**config.mk**
```make
export PLATFORM = sky130hd
export DESIGN_NAME = dual_issue_scheduler
export DESIGN_NICKNAME = d
export VERILOG_FILES = /design/src/rtl/dual_issue_scheduler.sv
export SDC_FILE = /design/constraint.sdc
export NUM_CORES = 1
export LEC_CHECK = 0
export CORE_UTILIZATION = 50
export CTS_BUF_LIST = sky130_fd_sc_hd__clkbuf_8
export DETAILED_ROUTE_END_ITERATION = 16
export HOLD_SLACK_MARGIN = 0.15
export PLACE_DENSITY = 0.79
export REMOVE_ABC_BUFFERS = 1
export SLEW_MARGIN = 20
export SYNTH_ARGS = -nofsm -noshare
export SYNTH_HDL_FRONTEND = slang
export SYNTH_SLANG_ARGS = --single-unit
```
**constraint.sdc**
```tcl
create_clock -name clk -period 8.1 [get_ports clk]
set_clock_uncertainty 0.15 [all_clocks]
set_input_delay 1.62 -clock clk [delete_from_list [all_inputs] [get_ports clk]]
set_output_delay 1.62 -clock clk [all_outputs]
set_load 0.03 [all_outputs]
```
**src/rtl/dual_issue_scheduler.sv**
```systemverilog
// Two-wide in-order issue scheduler: buffers fetched pairs and issues the two oldest
// instructions together when no intra-pair hazard exists, otherwise only the oldest.
module dual_issue_scheduler #(
   parameter int DEPTH = 4,
   parameter int CNT_W = 32
) (
   input  logic             clk,
   input  logic             reset,
   input  logic             fetch_valid1,
   input  logic             fetch_valid2,
   input  logic [31:0]      fetch_instr1,
   input  logic [31:0]      fetch_instr2,
   input  logic [31:0]      fetch_pc1,
   input  logic [31:0]      fetch_pc2,
   output logic             fetch_ready,
   input  logic             issue_stall,
   input  logic             flush,
   output logic             issue_valid1,
   output logic             issue_valid2,
   output logic [31:0]      issue_instr1,
   output logic [31:0]      issue_instr2,
   output logic [31:0]      issue_pc1,
   output logic [31:0]      issue_pc2,
   output logic [CNT_W-1:0] perf_cycles,
   output logic [CNT_W-1:0] perf_issued,
   output logic [CNT_W-1:0] perf_dual
);
   localparam int PW = $clog2(DEPTH);
   localparam int CW = PW + 1;

   localparam logic [6:0] OP_OP     = 7'b0110011;
   localparam logic [6:0] OP_IMM    = 7'b0010011;
   localparam logic [6:0] OP_LOAD   = 7'b0000011;
   localparam logic [6:0] OP_STORE  = 7'b0100011;
   localparam logic [6:0] OP_LUI    = 7'b0110111;
   localparam logic [6:0] OP_AUIPC  = 7'b0010111;
   localparam logic [6:0] OP_JAL    = 7'b1101111;
   localparam logic [6:0] OP_JALR   = 7'b1100111;
   localparam logic [6:0] OP_BRANCH = 7'b1100011;

   function automatic logic f_writes(input logic [6:0] op);
      return (op == OP_OP) || (op == OP_IMM) || (op == OP_LOAD) || (op == OP_LUI) ||
             (op == OP_AUIPC) || (op == OP_JAL) || (op == OP_JALR);
   endfunction

   function automatic logic f_uses_rs1(input logic [6:0] op);
      return !((op == OP_LUI) || (op == OP_AUIPC) || (op == OP_JAL));
   endfunction

   function automatic logic f_uses_rs2(input logic [6:0] op);
      return (op == OP_OP) || (op == OP_STORE) || (op == OP_BRANCH);
   endfunction

   function automatic logic f_mem(input logic [6:0] op);
      return (op == OP_LOAD) || (op == OP_STORE);
   endfunction

   function automatic logic f_ctrl(input logic [6:0] op);
      return (op == OP_BRANCH) || (op == OP_JAL) || (op == OP_JALR);
   endfunction

   logic [31:0]   r_instr [DEPTH];
   logic [31:0]   r_pc    [DEPTH];
   logic [PW-1:0] r_rd_ptr;
   logic [PW-1:0] r_wr_ptr;
   logic [CW-1:0] r_count;
   logic [CNT_W-1:0] r_cycles;
   logic [CNT_W-1:0] r_issued;
   logic [CNT_W-1:0] r_dual;

   logic [PW-1:0] w_b_idx;
   logic [31:0]   w_instr_a;
   logic [31:0]   w_instr_b;
   logic [6:0]    w_op_a;
   logic [6:0]    w_op_b;
   logic [4:0]    w_rd_a;
   logic          w_raw;
   logic          w_waw;
   logic          w_mem_conflict;
   logic          w_ctrl;
   logic          w_pair_ok;
   logic          w_push;
   logic          w_push2;
   logic [CW-1:0] w_push_n;
   logic [CW-1:0] w_pop_n;

   assign w_b_idx   = r_rd_ptr + PW'(1);
   assign w_instr_a = r_instr[r_rd_ptr];
   assign w_instr_b = r_instr[w_b_idx];
   assign w_op_a    = w_instr_a[6:0];
   assign w_op_b    = w_instr_b[6:0];
   assign w_rd_a    = w_instr_a[11:7];

   // Writes to x0 are discarded, so they never create a dependency.
   assign w_raw = f_writes(w_op_a) && (w_rd_a != 5'd0) &&
                  ((f_uses_rs1(w_op_b) && (w_instr_b[19:15] == w_rd_a)) ||
                   (f_uses_rs2(w_op_b) && (w_instr_b[24:20] == w_rd_a)));
   assign w_waw = f_writes(w_op_a) && f_writes(w_op_b) && (w_rd_a != 5'd0) &&
                  (w_rd_a == w_instr_b[11:7]);
   assign w_mem_conflict = f_mem(w_op_a) && f_mem(w_op_b);
   assign w_ctrl         = f_ctrl(w_op_a) || f_ctrl(w_op_b);
   assign w_pair_ok      = !(w_raw || w_waw || w_mem_conflict || w_ctrl);

   assign fetch_ready  = (r_count <= CW'(DEPTH - 2));
   assign issue_valid1 = (r_count >= CW'(1)) && !flush;
   assign issue_valid2 = (r_count >= CW'(2)) && !flush && w_pair_ok;
   assign issue_instr1 = issue_valid1 ? w_instr_a : 32'd0;
   assign issue_pc1    = issue_valid1 ? r_pc[r_rd_ptr] : 32'd0;
   assign issue_instr2 = issue_valid2 ? w_instr_b : 32'd0;
   assign issue_pc2    = issue_valid2 ? r_pc[w_b_idx] : 32'd0;

   assign w_push   = fetch_ready && fetch_valid1 && !flush;
   assign w_push2  = w_push && fetch_valid2;
   assign w_push_n = CW'(w_push) + CW'(w_push2);
   assign w_pop_n  = (!issue_stall && !flush) ? (CW'(issue_valid1) + CW'(issue_valid2)) : CW'(0);

   always_ff @(posedge clk) begin
      if (!reset) begin
         r_rd_ptr <= '0;
         r_wr_ptr <= '0;
         r_count  <= '0;
      end else if (flush) begin
         r_rd_ptr <= '0;
         r_wr_ptr <= '0;
         r_count  <= '0;
      end else begin
         r_rd_ptr <= r_rd_ptr + PW'(w_pop_n);
         r_wr_ptr <= r_wr_ptr + PW'(w_push_n);
         r_count  <= r_count + w_push_n - w_pop_n;
      end
   end

   // Storage needs no reset: the pointers and count define which entries are live.
   always_ff @(posedge clk) begin
      if (w_push) begin
         r_instr[r_wr_ptr] <= fetch_instr1;
         r_pc[r_wr_ptr]    <= fetch_pc1;
      end
      if (w_push2) begin
         r_instr[r_wr_ptr + PW'(1)] <= fetch_instr2;
         r_pc[r_wr_ptr + PW'(1)]    <= fetch_pc2;
      end
   end

   always_ff @(posedge clk) begin
      if (!reset) begin
         r_cycles <= '0;
         r_issued <= '0;
         r_dual   <= '0;
      end else begin
         r_cycles <= r_cycles + CNT_W'(1);
         if (!issue_stall) begin
            r_issued <= r_issued + CNT_W'(issue_valid1) + CNT_W'(issue_valid2);
            r_dual   <= r_dual + CNT_W'(issue_valid2);
         end
      end
   end

   assign perf_cycles = r_cycles;
   assign perf_issued = r_issued;
   assign perf_dual   = r_dual;
endmodule

```
-- Yosys cells after proc, flatten, opt, wreduce, memory -nomap -nowiden
Memory sizes are Yosys's and may differ from the RTL's. A register that Yosys moved wholly into a read port is not among the register bits.
Index checks and enable logic that the tools add are counted.
- register bits after elaboration: 103
- latch bits: 0
- memory bits (writable): 256
- ROM bits: 0
- bits of input ports: 134
- logic and storage cells: 104
- memories kept: 2
- add/subtract/negate cells: 12
- multipliers: 0
- div/mod/pow operators: 0
- order comparisons: 3
- eq/ne operators: 21
- shift-type cells: 0
- mux-type cells: 11
- bitwise gates (word level): 1
- reduce and logical (&&, ||, !) cells: 48
- memories (memory ; depth ; bits a word ; rd ports ; clocked after memory_dff ; wr ports ; line ; RTL):
    r_instr ; 4 ; 32 ; 2 ; 1 ; 2 ; 62 ; logic [31:0] r_instr [DEPTH];
    r_pc ; 4 ; 32 ; 2 ; 1 ; 2 ; 63 ; logic [31:0] r_pc [DEPTH];
- operator list (cell ; count):
    $mux 32 ; 4
    $add 32x1->32 ; 3
    $eq 7x6->1 const B ; 6
    $eq 7x7->1 const B ; 6
    $add 32x1->32 const B ; 1
    $eq 7x5->1 const B ; 4
    $logic_or 1x1->1 ; 27
    $eq 5x5->1 ; 3
    $logic_and 1x1->1 ; 15
    $eq 7x2->1 const B ; 2
    $mux 2 ; 3
    $reduce_bool 5->1 ; 1
    $add 1x1->2 ; 2
    $add 2x1->2 const B ; 2
    $add 2x2->2 ; 2
    $logic_not 1->1 ; 4
    $mux 1 ; 4
    $add 3x2->3 ; 1
    $ge 3x1->1 const B ; 1
    $ge 3x2->1 const B ; 1
    $le 3x2->1 const B ; 1
    $sub 3x2->3 ; 1
    $reduce_or 2->1 ; 1
    $not 1->1 ; 1

-- Logic depth before layout (Yosys ltp)
Gate-level depths: netlist of the first run.
An unclocked memory read counts as a cell.
- word-level depth: 21
- mapped depth: 22

-- Least setup slack after synthesis of the first run
Ideal clock, no wire load.
- path type: input -> register
- from: in flush
- to: mem r_instr[3][0] (enable)
- data arrival time: 6.583 ns
- slack: 0.789 ns
- stages on the path: 2
- cells stage by stage: nand3b_1 nor3b_1
- RTL lines (what ; line ; RTL):
    start: declaration ; 17 ; input logic flush,
    end: declaration ; 62 ;

-- Final worst setup path of the first run
- from: reg r_rd_ptr[1]
- to: out issue_pc2[21]
- word-level cells in the longest chain between the ends: 18
- ends and longest elaborated chain (what ; line ; RTL):
    start: declaration ; 64 ; logic [PW-1:0] r_rd_ptr;
    start signal: assignment ; 127 ; r_rd_ptr <= r_rd_ptr + PW'(w_pop_n);
    $add 2x1->2 (*) ; 87 ; assign w_b_idx = r_rd_ptr + PW'(1);
    $mem_v2 4x32 ; -- ;
    $eq 7x6->1 or $eq 7x5->1 (tied branches) ; 42, 51 ;
    $logic_or 1x1->1 (4 in a row) ; 42 ; return (op == OP_OP) || (op == OP_IMM) || (op == OP_LOAD) || (op == OP_LUI) ||
    $logic_or 1x1->1 (2 in a row) ; 43 ; (op == OP_AUIPC) || (op == OP_JAL) || (op == OP_JALR);
    $logic_and 1x1->1 (3 in a row) ; 98 ; assign w_waw = f_writes(w_op_a) && f_writes(w_op_b) && (w_rd_a != 5'd0) &&
    $logic_or 1x1->1 (3 in a row) ; 102 ; assign w_pair_ok = !(w_raw || w_waw || w_mem_conflict || w_ctrl);
    $logic_not 1->1 ; 102 ;
    $logic_and 1x1->1 ; 106 ; assign issue_valid2 = (r_count >= CW'(2)) && !flush && w_pair_ok;
    $mux 32 (*) ; 110 ; assign issue_pc2 = issue_valid2 ? r_pc[w_b_idx] : 32'd0;
    end: declaration ; 23 ; output logic [31:0] issue_pc2,
Mark *: on every way between the ends. The rest lies on a longest branch, timed or not.

==> results of run 1 <==
==> worst register-to-register path: stages (launching register included) <==
cell and delay, ns:
dfxtp_4 0.77, buf_4 0.59, mux4_2 0.46, nand2b_1 0.17, a311o_1 0.42, a41o_4 0.57
or4_1 0.68, fa_1 0.46, inv_1 0.07, ha_1 0.16, nand4b_1 0.18, nor4_1 0.92
nand4_1 0.39, or3_1 0.42, a21boi_0 0.20
==> Yosys cell counts (24+ instances only) <==
master | instances | area, um^2
mux2_2 | 257 | 2894
edfxtp_1 | 256 | 7687
and2_1 | 133 | 832.1
mux4_2 | 130 | 2928
dfxtp_1 | 103 | 2062
nand2b_1 | 66 | 412.9
xnor2_1 | 64 | 560.5
clkbuf_1 | 60 | 225.2
nor4_2 | 50 | 625.6
nand2_1 | 39 | 146.4
xor2_1 | 35 | 306.5
buf_2 | 32 | 160.2
nor2_1 | 31 | 116.4
nand3_1 | 29 | 145.1
o21ai_0 | 24 | 120.1
==> power by group through the flow <==
stage / sequential, W / clock [W] / combinational [W]
3_3_place_gp: 0.00207 / 0 / 0.000497
4_1_cts: 0.00204 / 0.00168 / 0.000510
5_1_grt: 0.00204 / 0.00175 / 0.000540
2_1_floorplan: 0.00208 / 0 / 0.000277
6_report: 0.00204 / 0.00164 / 0.000509
3_5_place_dp: 0.00207 / 0 / 0.000504
==> path summary, 6_finish.rpt <==
check,to,cells past startpoint,slack [ns],start
min reg2reg,perf_cycles[31],2,0.35,perf_cycles[31]
max reg2reg,perf_issued[30],14,1.44,r_rd_ptr[1]
max,issue_pc2[21],9,1.05,r_rd_ptr[1]
min,perf_cycles[31],2,0.35,perf_cycles[31]
==> cells by family (layout without fill, tap and decap cells) <==
group           Yosys count  in the layout
simple gates            475            475
compound gates           64             64
mux                     391            391
other cells               0              6
buf+inv                 126            522
flops                   359            359
fa+ha+maj                12             12
xor+xnor                 99             99
==> per-layer routing <==
layer,vias up,track usage (%),part of all wire (%)
met4,12,9.418,2.6
li1,6548,-,-
met1,7281,33.22,39
met5,-,0,0.15
met3,113,8.901,10
met2,662,44.12,48
==> layout make-up <==
| cell class | count | area (um^2) | area share (%) |
|---|---|---|---|
| well taps | 532 | 665.6 | 2.552 |
| clock buffers | 75 | 1032 | 3.958 |
| diodes | 6 | 15.01 | 0.05757 |
| clock inverters | 39 | 200.2 | 0.7676 |
| inverters | 23 | 86.33 | 0.3310 |
| flip-flops and latches | 359 | 9757 | 37.41 |
| repair buffers | 385 | 3799 | 14.57 |
| multi-input cells | 1041 | 10520 | 40.35 |
==> per-stage QoR <==
step | hold slack (ns) | utilization [%]
floorplan | 0.3792 | -
global placement | 0.3316 | 60.76
detailed placement | 0.3432 | 60.76
CTS | 0.3565 | 63.78
global route | 0.3662 | 63.85
finish | 0.3486 | 63.87
==> flip-flops by register name (all words and copies together), names as in the netlist <==
| register | flops |
|---|---|
| perf_issued | 32 |
| perf_dual | 32 |
| r_instr | 128 |
| r_wr_ptr | 2 |
| perf_cycles | 32 |
| r_pc | 128 |
| r_count | 3 |
| r_rd_ptr | 2 |
==> impl_metrics.toml, run 1 <==
[status]
status = "finished, final reports clean"

[route]
route.vias.total = 14616
drc = 0
drtIter0Drc = 1054
routed_wl_mm = 57.34
vias_per_cell = 5.941
first_pass_iters = 5
final_antenna_net_count = 0
wire_per_inst_um = 23.31

[timing]
fin_crit_sh_pct = 87.01
worstMarginPinSlew_ns = 1.150
slew_headroom_pct = 23.18
drv_slew = 0
setup_viol = 0
rsz0062_at_grt = "no"
finalCriticalPeriod_ns = 7.048
finalSetupTns_ns = 0
hold_viol_final = 0
worst_slack_ns = 1.052
clock.fmax_mhz = 141.9

[pwr]
power_density_nw_per_um2 = 160.7
peakVddDrop_uv = 97.08
power_frac_seq_pct = 48.6
p_int_w = 0.003142
combPwrFrac_pct = 12.1
switchingPower_w = 0.001049
total_power_w = 0.004191
leakage_nw = 8.687
netSwitchingFraction_pct = 25.03
power.share.clock_pct = 39.2

[place]
place_area_um2 = 24810
dp_hpwl_mm = 36.41
place.gp.congestion = 0.8526
io_buffers = 360
dp.cells = 2339
pre_cts_slack_ns = 1.342

[setup_path]
path_buf_inv = 4
path_delay_family = "buffers and inverters"
critPathMaxStageDelay_ns = 0.77
path_cells = "buf_4, mux4_2, or4_1, o211a_1, nor4b_2, buf_4, buf_4, nor4_2, clkdlybuf4s50_1"
crit_path_end_kind = "output port"
crit_type = "reg -> out"
cp.required_ns = 6.33
path_common_cell = "buf_4"
cpMaxStageDelayCell = "dfxtp_4"
cp_max_fo = 35
startpoint_type = "flip-flop"
arrival_ns = 5.28

[die]
placementRows = 74
initial_core_util_pct = 50.78
die_w_um = 205.6
ios = 361
die_area_um2 = 42290
core_um2 = 40830
fp.dieH_um = 205.6

[synth]
synth_top_family_by_area = "multiplexers"
synth-compound-area-share_pct = 1.991
syn_area_um2 = 20730
synth-edff-count = 256
synth-main-ff-cell = "edfxtp_1"
synth_cell_types = 50
post_synth_mux_area_share_pct = 28.27
synthAdderAreaFrac_pct = 0.8328
seq_area_frac_synth_pct = 47.02
avgSynthCellArea_um2 = 13.59
syn_inst = 1526
synth_xor_area_share_pct = 4.182
yosys_warnings = 0
synth-seq-cells = 359
yosys.area_share.simple_pct = 15.03
synthArstFlopShare_pct = 0

[global_route]
track_usage_pct = 26.93
gr-total-overflow = 0
grt_max_degree = 99
grt_pass1_wl_mm = 85.46
antenna_found_initial = 12
grt_pass1_vias = 15019

[cts]
cts_resized = 0
cts.sink_count = 359
htreeDepth = 3
tritoncts = "done"
cts.clk_slew.worst_paths_ns = 0.06
cts_setup_buffers = 0
clockRootBuffer = "clkbuf_8"
cts_buffers = 66
cts-hold-fix-buffers = 0
clockBufferDepth = 3
insertion_delay_ns = 0.62

[min_path]
hold_class = "reg -> reg"

[finish]
final_nets = 2022
design_area_um2 = 26080
layout_common_cells = "359 x clkdlybuf4s50_1, 257 x mux2_2, 256 x edfxtp_1"
final_cells = 2460
drive_gt1_share_pct = 29.34
mostFrequentLayoutCell = "clkdlybuf4s50_1"
fillerInstances = 3015
syn_to_final_growth_pct = 25.78

[flow_run]
maxCapViolCount = 0
No activity file was read; power rests on OpenSTA's default activity.
==> inputs of run 2 (changes only) <==
Settings changed: CORE_UTILIZATION 50 to 40, CTS_CLUSTER_DIAMETER set to 30, PLACE_DENSITY 0.79 to 0.66.
==> impl_metrics.toml, run 2 (synthesis gave the netlist of run 1 again) <==
[status]
status = "finished, final reports clean"

[finish]
largest_registers = "r_instr (128), r_pc (128)"
post-route-util_pct = 53.01
syn_to_final_growth_pct = 31.16
mostFrequentLayoutCell = "clkdlybuf4s50_1"
fillerInstances = 4407
layout_common_cells = "359 x clkdlybuf4s50_1, 257 x mux2_2, 256 x edfxtp_1"
design_area_um2 = 27190
final_nets = 2053
drive_gt1_share_pct = 31.79

[global_route]
gr-total-overflow = 0
grt_pass1_vias = 15426
grt_max_degree = 99
antenna_found_initial = 15
grt_pass1_wl_mm = 90.21
track_usage_pct = 22.38

[die]
core_um2 = 51300
initial_core_util_pct = 40.42
fp.dieH_um = 229.7
ios = 361
placementRows = 83
die_area_um2 = 52750
die_w_um = 229.7

[cts]
htreeDepth = 3
cts_resized = 0
clockRootBuffer = "clkbuf_8"
cts.sink_count = 359
cts.clk_slew.worst_paths_ns = 0.05
cts_buffers = 92
cts-hold-fix-buffers = 0
tritoncts = "done"
clockBufferDepth = 3
cts_setup_buffers = 0
insertion_delay_ns = 0.67

[route]
drtIter0Drc = 923
vias_per_cell = 5.504
wl_met1_mm = 24.02
wire_per_inst_um = 22.23
dr_wl_met2_mm = 28.79
drc = 0
routed_wl_mm = 59.39
wl_met3_mm = 4.840
final_antenna_net_count = 0
route.vias.total = 14708
first_pass_iters = 7
highest_layer = "met5"

[setup_path]
crit_type = "reg -> out"
crit_path_end_kind = "output port"
cp.required_ns = 6.33
cp_max_fo = 52
arrival_ns = 5.12
startpoint_type = "flip-flop"

[place]
dp_hpwl_mm = 38.50
io_buffers = 360
pre_cts_slack_ns = 1.782
place.gp.congestion = 0.8285
place_area_um2 = 25040

[timing]
fin_crit_sh_pct = 85.09
finalCriticalPeriod_ns = 6.892
slew_headroom_pct = 26.12
clock.fmax_mhz = 145.1
setup_viol = 0
worst_slack_ns = 1.208
rsz0062_at_grt = "no"
drv_slew = 0
finalSetupTns_ns = 0
worstMarginPinSlew_ns = 1.108
whs_ns = 0.3479
hold_viol_final = 0

[pwr]
power_density_nw_per_um2 = 187.9
leakage_nw = 9.117
peakVddDrop_uv = 101.2

[min_path]
hold_class = "reg -> reg"

[flow_run]
maxCapViolCount = 0
-- run 2: changes by cell type in the layout (fill, tap and decap cells not counted), moves of 2 or more --
cell | previous run | this run
inv_6 | 3 | 1
clkinvlp_4 | 2 | 11
clkinv_2 | 4 | 20
bufinv_16 | 1 | 16
clkbuf_8 | 75 | 97
buf_4 | 24 | 29
inv_1 | 40 | 34
diode_2 | 6 | 10
-- run 2: through the flow --
stage          std cells  total power, W
2_1_floorplan       1423        0.002356
3_3_place_gp        2492        0.002576
3_5_place_dp        2492        0.002585
4_1_cts             2661        0.005163
5_1_grt             2666        0.005288
6_report            2672        0.005110
-- run 2: worst max-delay path: stages, from the launching register on --
cell	delay [ns]
dfxtp_4	0.89
mux4_2	0.50
or4_1	0.59
o211a_1	0.26
o21ai_1	0.15
o21ai_4	0.31
buf_4	0.37
nor4_2	0.55
clkdlybuf4s50_1	0.78
-- run 2: path summary, 6_finish.rpt --
kind	start	to	slack, ns	depth (start not counted)
worst min register to register	perf_cycles[31]	perf_cycles[31]	0.35	2
worst min-delay path	perf_cycles[31]	perf_cycles[31]	0.35	2
worst max-delay path	r_rd_ptr[1]	issue_valid2	1.21	8
worst max register to register	r_rd_ptr[1]	perf_issued[30]	1.91	16
-- run 2: power breakdown --
part | switching, W | total [W] | internal (W) | leakage (nW)
sequential | 0.0000224 | 0.00204 | 0.00202 | 3.17
clock | 0.000930 | 0.00256 | 0.00163 | 1.10
combinational | 0.000261 | 0.000513 | 0.000251 | 4.85
-- run 2: cell type report --
type                    instances  area, um^2  share of cell area [%]
diodes                         10       25.02                 0.09202
clock buffers                  97        1335                   4.909
clock inverters                72       774.5                   2.848
inverters                      23       86.33                  0.3175
multi-input cells            1041       10530                   38.72
flip-flops and latches        359        9757                   35.88
well taps                     680       850.8                   3.129
repair buffers                390        3836                   14.11
-- run 2: per-layer routing --
metal | vias up | GRT usage (%)
li1 | 6655 | -
met1 | 7371 | 27.38
met2 | 550 | 37.19
met3 | 120 | 6.312
met4 | 12 | 8.938
met5 | - | 0
